$ cat src/rtl/arb_pkg.sv
// Shared types and helpers for the round-robin arbitration control stage.
package arb_pkg;

    typedef enum logic {
        ST_IDLE,
        ST_LOCK
    } arb_st_e;

    // Widest requester vector the rotation helper supports.
    localparam int ARB_MAX_W = 32;

    // Rotates the low w bits of g up by one position, wrapping the top bit
    // back to bit 0. Bits at or above w are returned as zero.
    function automatic logic [ARB_MAX_W-1:0] rot1(input logic [ARB_MAX_W-1:0] g,
                                                 input int unsigned         w);
        logic [ARB_MAX_W-1:0] r;
        r = '0;
        for (int i = 0; i < ARB_MAX_W; i++) begin
            if (i < int'(w)) begin
                r[(i == int'(w) - 1) ? 0 : ((i + 1) % ARB_MAX_W)] = g[i];
            end
        end
        return r;
    endfunction

endpackage

$ cat src/rtl/arb_rr_ctrl.sv
// Round-robin control stage in front of arb_fp: rotates priority after each
// completed packet and holds the grant on one requester for multi-beat packets.
//
//   state    | meaning
//   ---------+---------------------------------------------------------------
//   ST_IDLE  | arb_fp picks among all requesters starting at prio_q
//   ST_LOCK  | mid-packet; grant pinned to lock_q until last beat or timeout
module arb_rr_ctrl
    import arb_pkg::*;
#(
    parameter int unsigned WIDTH   = 4,
    parameter int unsigned TIMEOUT = 16,
    parameter int unsigned CNT_W   = 8
) (
    input  logic             clk,
    input  logic             rst,
    input  logic [WIDTH-1:0] v_req,
    input  logic [WIDTH-1:0] v_last,
    input  logic             out_rdy,
    output logic [WIDTH-1:0] v_vld_o,
    output logic [WIDTH-1:0] v_priority_o,
    input  logic [WIDTH-1:0] v_grant_i,
    output logic [WIDTH-1:0] v_gnt,
    output logic             fire,
    output logic             busy,
    output logic [CNT_W-1:0] beat_cnt,
    output logic             err_timeout
);

    localparam int unsigned       IDLE_W    = $clog2(TIMEOUT);
    localparam logic [IDLE_W-1:0] IDLE_LAST = IDLE_W'(TIMEOUT - 1);
    localparam logic [CNT_W-1:0]  BEAT_MAX  = '1;

    arb_st_e             state_q, state_d;
    logic [WIDTH-1:0]    prio_q, prio_d;
    logic [WIDTH-1:0]    lock_q, lock_d;
    logic [IDLE_W-1:0]   idle_cnt_q, idle_cnt_d;
    logic [CNT_W-1:0]    beat_cnt_q, beat_cnt_d;
    logic                err_timeout_q, err_timeout_d;
    // beat_cnt shows the final count for one cycle after a packet ends, then clears.
    logic                clr_pend_q, clr_pend_d;

    logic                lst;
    logic                lock_req;
    logic                timeout_hit;
    logic [WIDTH-1:0]    rot_in;
    logic [ARB_MAX_W-1:0] rot_full;
    logic [WIDTH-1:0]    prio_rot;

    // Datapath toward arb_fp and the effective grant back to requesters.
    always_comb begin
        v_vld_o      = v_req;
        v_priority_o = prio_q;
        v_gnt        = v_grant_i & v_req;
        if (state_q == ST_LOCK) begin
            v_vld_o      = v_req & lock_q;
            v_priority_o = lock_q;
            v_gnt        = lock_q & v_req;
        end
        fire     = out_rdy & (|v_gnt);
        lst      = fire & (|(v_gnt & v_last));
        lock_req = |(v_req & lock_q);
    end

    // Next priority after serving a requester; never allowed to go zero.
    always_comb begin
        rot_in   = (state_q == ST_LOCK) ? lock_q : v_gnt;
        rot_full = rot1(ARB_MAX_W'(rot_in), WIDTH);
        prio_rot = (rot_full == '0) ? WIDTH'(1) : rot_full[WIDTH-1:0];
    end

    // FSM, priority/lock registers and the lock idle timer.
    always_comb begin
        state_d       = state_q;
        prio_d        = prio_q;
        lock_d        = lock_q;
        idle_cnt_d    = idle_cnt_q;
        err_timeout_d = 1'b0;
        timeout_hit   = 1'b0;
        case (state_q)
            ST_IDLE: begin
                idle_cnt_d = '0;
                if (fire && lst) begin
                    prio_d = prio_rot;
                end else if (fire) begin
                    lock_d  = v_gnt;
                    state_d = ST_LOCK;
                end
            end
            ST_LOCK: begin
                if (fire && lst) begin
                    prio_d     = prio_rot;
                    lock_d     = '0;
                    idle_cnt_d = '0;
                    state_d    = ST_IDLE;
                end else if (lock_req) begin
                    idle_cnt_d = '0;
                end else if (idle_cnt_q == IDLE_LAST) begin
                    prio_d        = prio_rot;
                    lock_d        = '0;
                    idle_cnt_d    = '0;
                    err_timeout_d = 1'b1;
                    timeout_hit   = 1'b1;
                    state_d       = ST_IDLE;
                end else begin
                    idle_cnt_d = idle_cnt_q + IDLE_W'(1);
                end
            end
            default: begin
                state_d = ST_IDLE;
            end
        endcase
    end

    // Saturating beat counter; a first beat arriving in the clear cycle counts as 1.
    always_comb begin
        logic [CNT_W-1:0] base;
        base       = clr_pend_q ? '0 : beat_cnt_q;
        beat_cnt_d = base;
        if (fire && (base != BEAT_MAX)) begin
            beat_cnt_d = base + CNT_W'(1);
        end
        clr_pend_d = (fire && lst) || timeout_hit;
    end

    // State registers with synchronous reset.
    always_ff @(posedge clk) begin
        if (rst) begin
            state_q       <= ST_IDLE;
            prio_q        <= WIDTH'(1);
            lock_q        <= '0;
            idle_cnt_q    <= '0;
            beat_cnt_q    <= '0;
            err_timeout_q <= 1'b0;
            clr_pend_q    <= 1'b0;
        end else begin
            state_q       <= state_d;
            prio_q        <= prio_d;
            lock_q        <= lock_d;
            idle_cnt_q    <= idle_cnt_d;
            beat_cnt_q    <= beat_cnt_d;
            err_timeout_q <= err_timeout_d;
            clr_pend_q    <= clr_pend_d;
        end
    end

    assign busy        = (state_q == ST_LOCK);
    assign beat_cnt    = beat_cnt_q;
    assign err_timeout = err_timeout_q;

endmodule
$ cat config.mk
export PLATFORM = sky130hd
export DESIGN_NAME = arb_rr_ctrl
export DESIGN_NICKNAME = d
export VERILOG_FILES = /design/src/rtl/arb_pkg.sv /design/src/rtl/arb_rr_ctrl.sv
export SDC_FILE = /design/constraint.sdc
export NUM_CORES = 1
export LEC_CHECK = 0
export CORE_MARGIN = 1.5
export CORE_UTILIZATION = 53
export CTS_BUF_LIST = sky130_fd_sc_hd__clkbuf_4
export CTS_CLUSTER_SIZE = 24
export DETAILED_ROUTE_END_ITERATION = 16
export MAX_ROUTING_LAYER = met4
export PLACE_DENSITY = 0.87
export SLEW_MARGIN = 10
export SYNTH_ARGS = -nofsm -noshare
export SYNTH_HDL_FRONTEND = slang
export SYNTH_SLANG_ARGS = --single-unit
$ cat constraint.sdc
create_clock -name clk -period 3.94 [get_ports clk]
set_input_delay 0.394 -clock clk [delete_from_list [all_inputs] [get_ports clk]]
set_output_delay 0.394 -clock clk [all_outputs]
set_load 0.01 [all_outputs]
==> results.toml <==
[status]
outcome = "finished clean"

[logic_synthesis]
netlist-cell-type-count = 40
async_flop_share = 0
synth-seq-cells = 23
ys_seq_area_frac = 0.3430
synth_top_area_share = 0.3430
syn_area_per_cell_sq_um = 8.497
yosysMostFrequentCell = "dfxtp_1"
netlist_top_cells_area = "dfxtp_1 (34%), mux2_2 (8.4%), and2_1 (4.2%)"
syn-cell-area_sq_um = 1343
synth_edf_count = 0
synth_top_cell_by_area = "dfxtp_1"
synth_nets = 175
synth-main-ff-cell = "dfxtp_1"
synth_commonest_cells = "dfxtp_1 (23), nand2_1 (14), nor2_1 (12), a21oi_1 (11), mux2_2 (10)"
syn_inst = 158
ys_warn_count = 0

[timing]
setup_tns_ps = 0
report.final.setup_viol = 0
tightest_slew_ps = 868.6
min_period_ps = 3332
max_slew_margin = 0.4201
skew_ps = 8.553
rsz0062_at_grt = "false"
whs_ps = 464.3
slew_viol_final = 0
post-route-period-util = 0.8456
fmax_mhz = 300.2
finalHoldViolations = 0

[clock_network]
cts.sinks = 23
path_clk_slew_ps = 130
insertion_delay_ps = 310
ctsHtreeMaxLevel = 1
holdBufCountCts = 0
cts_setup_buffers = 0
cts_tree = "yes"
clockBufferDepth = 2
cts_made_buffers = 3
cts-resized-gates = 0
cts_root_buf = "clkbuf_4"

[floorplan]
start_util = 0.5520
die_h_microns = 53.33
fp.dieArea_sq_um = 2844
die_w_microns = 53.33
io_pins = 38
core_sq_um = 2432
rows = 18

[global_route]
grt_pass1_wl_mm = 5.168
gr-usage-met2 = 0.4383
grt-ovfl-total = 0
antenna_found_initial = 0
grtUsageMet1 = 0.3003
top_usage_layer = "met2"
first_global_vias = 1200
grtUsageTotal = 0.2545
grt_max_degree = 27
use_met3 = 0.04237

[critical_path]
r2r_slack_ps = 1380
critPathMaxFanout = 26
crit_family = "flip-flops"
slowest_stage = "dfxtp_1"
crit_path_start_kind = "flip-flop"
path_buf_inv = 2
path_depth = 5
cpPeakStageDelay_ps = 910
cp-end-kind = "output pin"
r2r_cells = 5
crit_arrival_ps = 2940
critPathKind = "flip-flop to output pin"
required_ps = 3550
reg2reg_from = "busy"
path_cells = "mux2_2 -> a22oi_1 -> a21o_1 -> inv_1 -> clkdlybuf4s50_1"
rr_endpoint = "lock_q[1]"

[route]
via_per_inst = 5.732
post_drt_wl_per_cell_microns = 14.79
antenna_left = 0
wl_mm = 3.313
drt_pass1_iterations = 4
vias = 1284
drt_iter0_drc = 36
drc = 0

[power_and_ir_drop]
power.static_leakage_nw = 0.6844
p_per_area_nw_per_um2 = 284.3
worst_ir_drop_vdd_mv = 0.2690

[finish]
final_nets = 212
num_antenna_cells = 0
multiInputGateArea_sq_um = 822.0
layout-drive-gt1-share = 0.1031
areaGrowthSynthToFinish_pct = 30.48
n_fill_cell = 195
ff_latch_area_sq_um = 460.4

[min_path]
min_path_cells = 1
hold_end = "idle_cnt_q[0]"
min_path_type = "flip-flop to flip-flop"
worstHoldStart = "idle_cnt_q[0]"

[job]
cap_violations = 0

[placement]
dp_hpwl_mm = 2.579
io_buffers = 37
place_congestion = 0.8612
## stage by stage
| step | area [sq um] | setup slack (ps) | utilization | power, W | std cells |
|---|---|---|---|---|---|
| 6_report | 1752 | 608.4 | 0.7202 | 0.0004980 | 224 |
| 5_1_grt | 1752 | 439.7 | 0.7202 | 0.0005171 | 224 |
| 4_1_cts | 1752 | 635.8 | 0.7202 | 0.0004982 | 224 |
| 3_5_place_dp | 1724 | 1002 | 0.7088 | 0.0003926 | 220 |
| 3_3_place_gp | 1724 | 1100 | 0.7088 | 0.0003872 | 220 |
| 2_1_floorplan | 1343 | 1901 | - | 0.0003335 | 158 |
## where the power goes
part / switching, W / internal [W] / total, W
clock: 0.0000717 / 0.0000379 / 0.000110
combinational: 0.0000600 / 0.0000732 / 0.000133
sequential: 0.0000135 / 0.000242 / 0.000255
## cell type report
type | count | share of cell area
Clock inverter | 1 | 0.002857
Inverter | 9 | 0.01929
Multi-Input combinational cell | 121 | 0.4693
Timing Repair Buffer | 37 | 0.2114
Tap cell | 30 | 0.02143
Clock buffer | 3 | 0.01286
Sequential cell | 23 | 0.2629
## sequential cells by signal, indices dropped and copies added, names as in the netlist
signal       cells
prio_q           4
busy             1
beat_cnt         8
err_timeout      1
clr_pend_q       1
idle_cnt_q       4
lock_q           4
## logic make-up after synthesis
kind of cell | Yosys count | synth area share
fa+ha+maj | 2 | 0.01864
flops | 23 | 0.3430
buf+inv | 14 | 0.04473
simple gates | 61 | 0.2442
compound gates | 40 | 0.2032
mux | 13 | 0.1137
xor+xnor | 5 | 0.03262
## worst max path at each step
stage                startpoint           to  slack [ps]
floorplan           beat_cnt[1]  beat_cnt[1]        1900
global placement           busy         fire        1100
detailed placement         busy         fire        1000
CTS                        busy         fire         640
global route               busy         fire         440
finish                     busy         fire         610
## layer usage
metal,up-vias,wire length [microns],part of all wire
li1,640,-,-
met1,598,1438,0.43
met2,44,1643,0.50
met3,2,211,0.064
met4,0,21,0.0063
met5,-,0,0
## layout by cell type (no fill, tap or decap), types with 3 or more instances in the layout
| cell type | netlist | routed |
|---|---|---|
| a21oi_1 | 11 | 11 |
| clkdlybuf4s50_1 | 0 | 37 |
| and3_1 | 6 | 6 |
| inv_1 | 9 | 9 |
| nand2b_1 | 3 | 3 |
| nand2_1 | 14 | 14 |
| clkbuf_4 | 0 | 3 |
| a21boi_0 | 6 | 6 |
| mux2_2 | 10 | 10 |
| and2_1 | 9 | 9 |
| nand3_1 | 4 | 4 |
| nor2_1 | 12 | 12 |
| o22ai_1 | 4 | 4 |
| a211oi_1 | 5 | 5 |
| xnor2_1 | 4 | 4 |
| dfxtp_1 | 23 | 23 |
No activity file was read; power rests on OpenSTA's default activity.
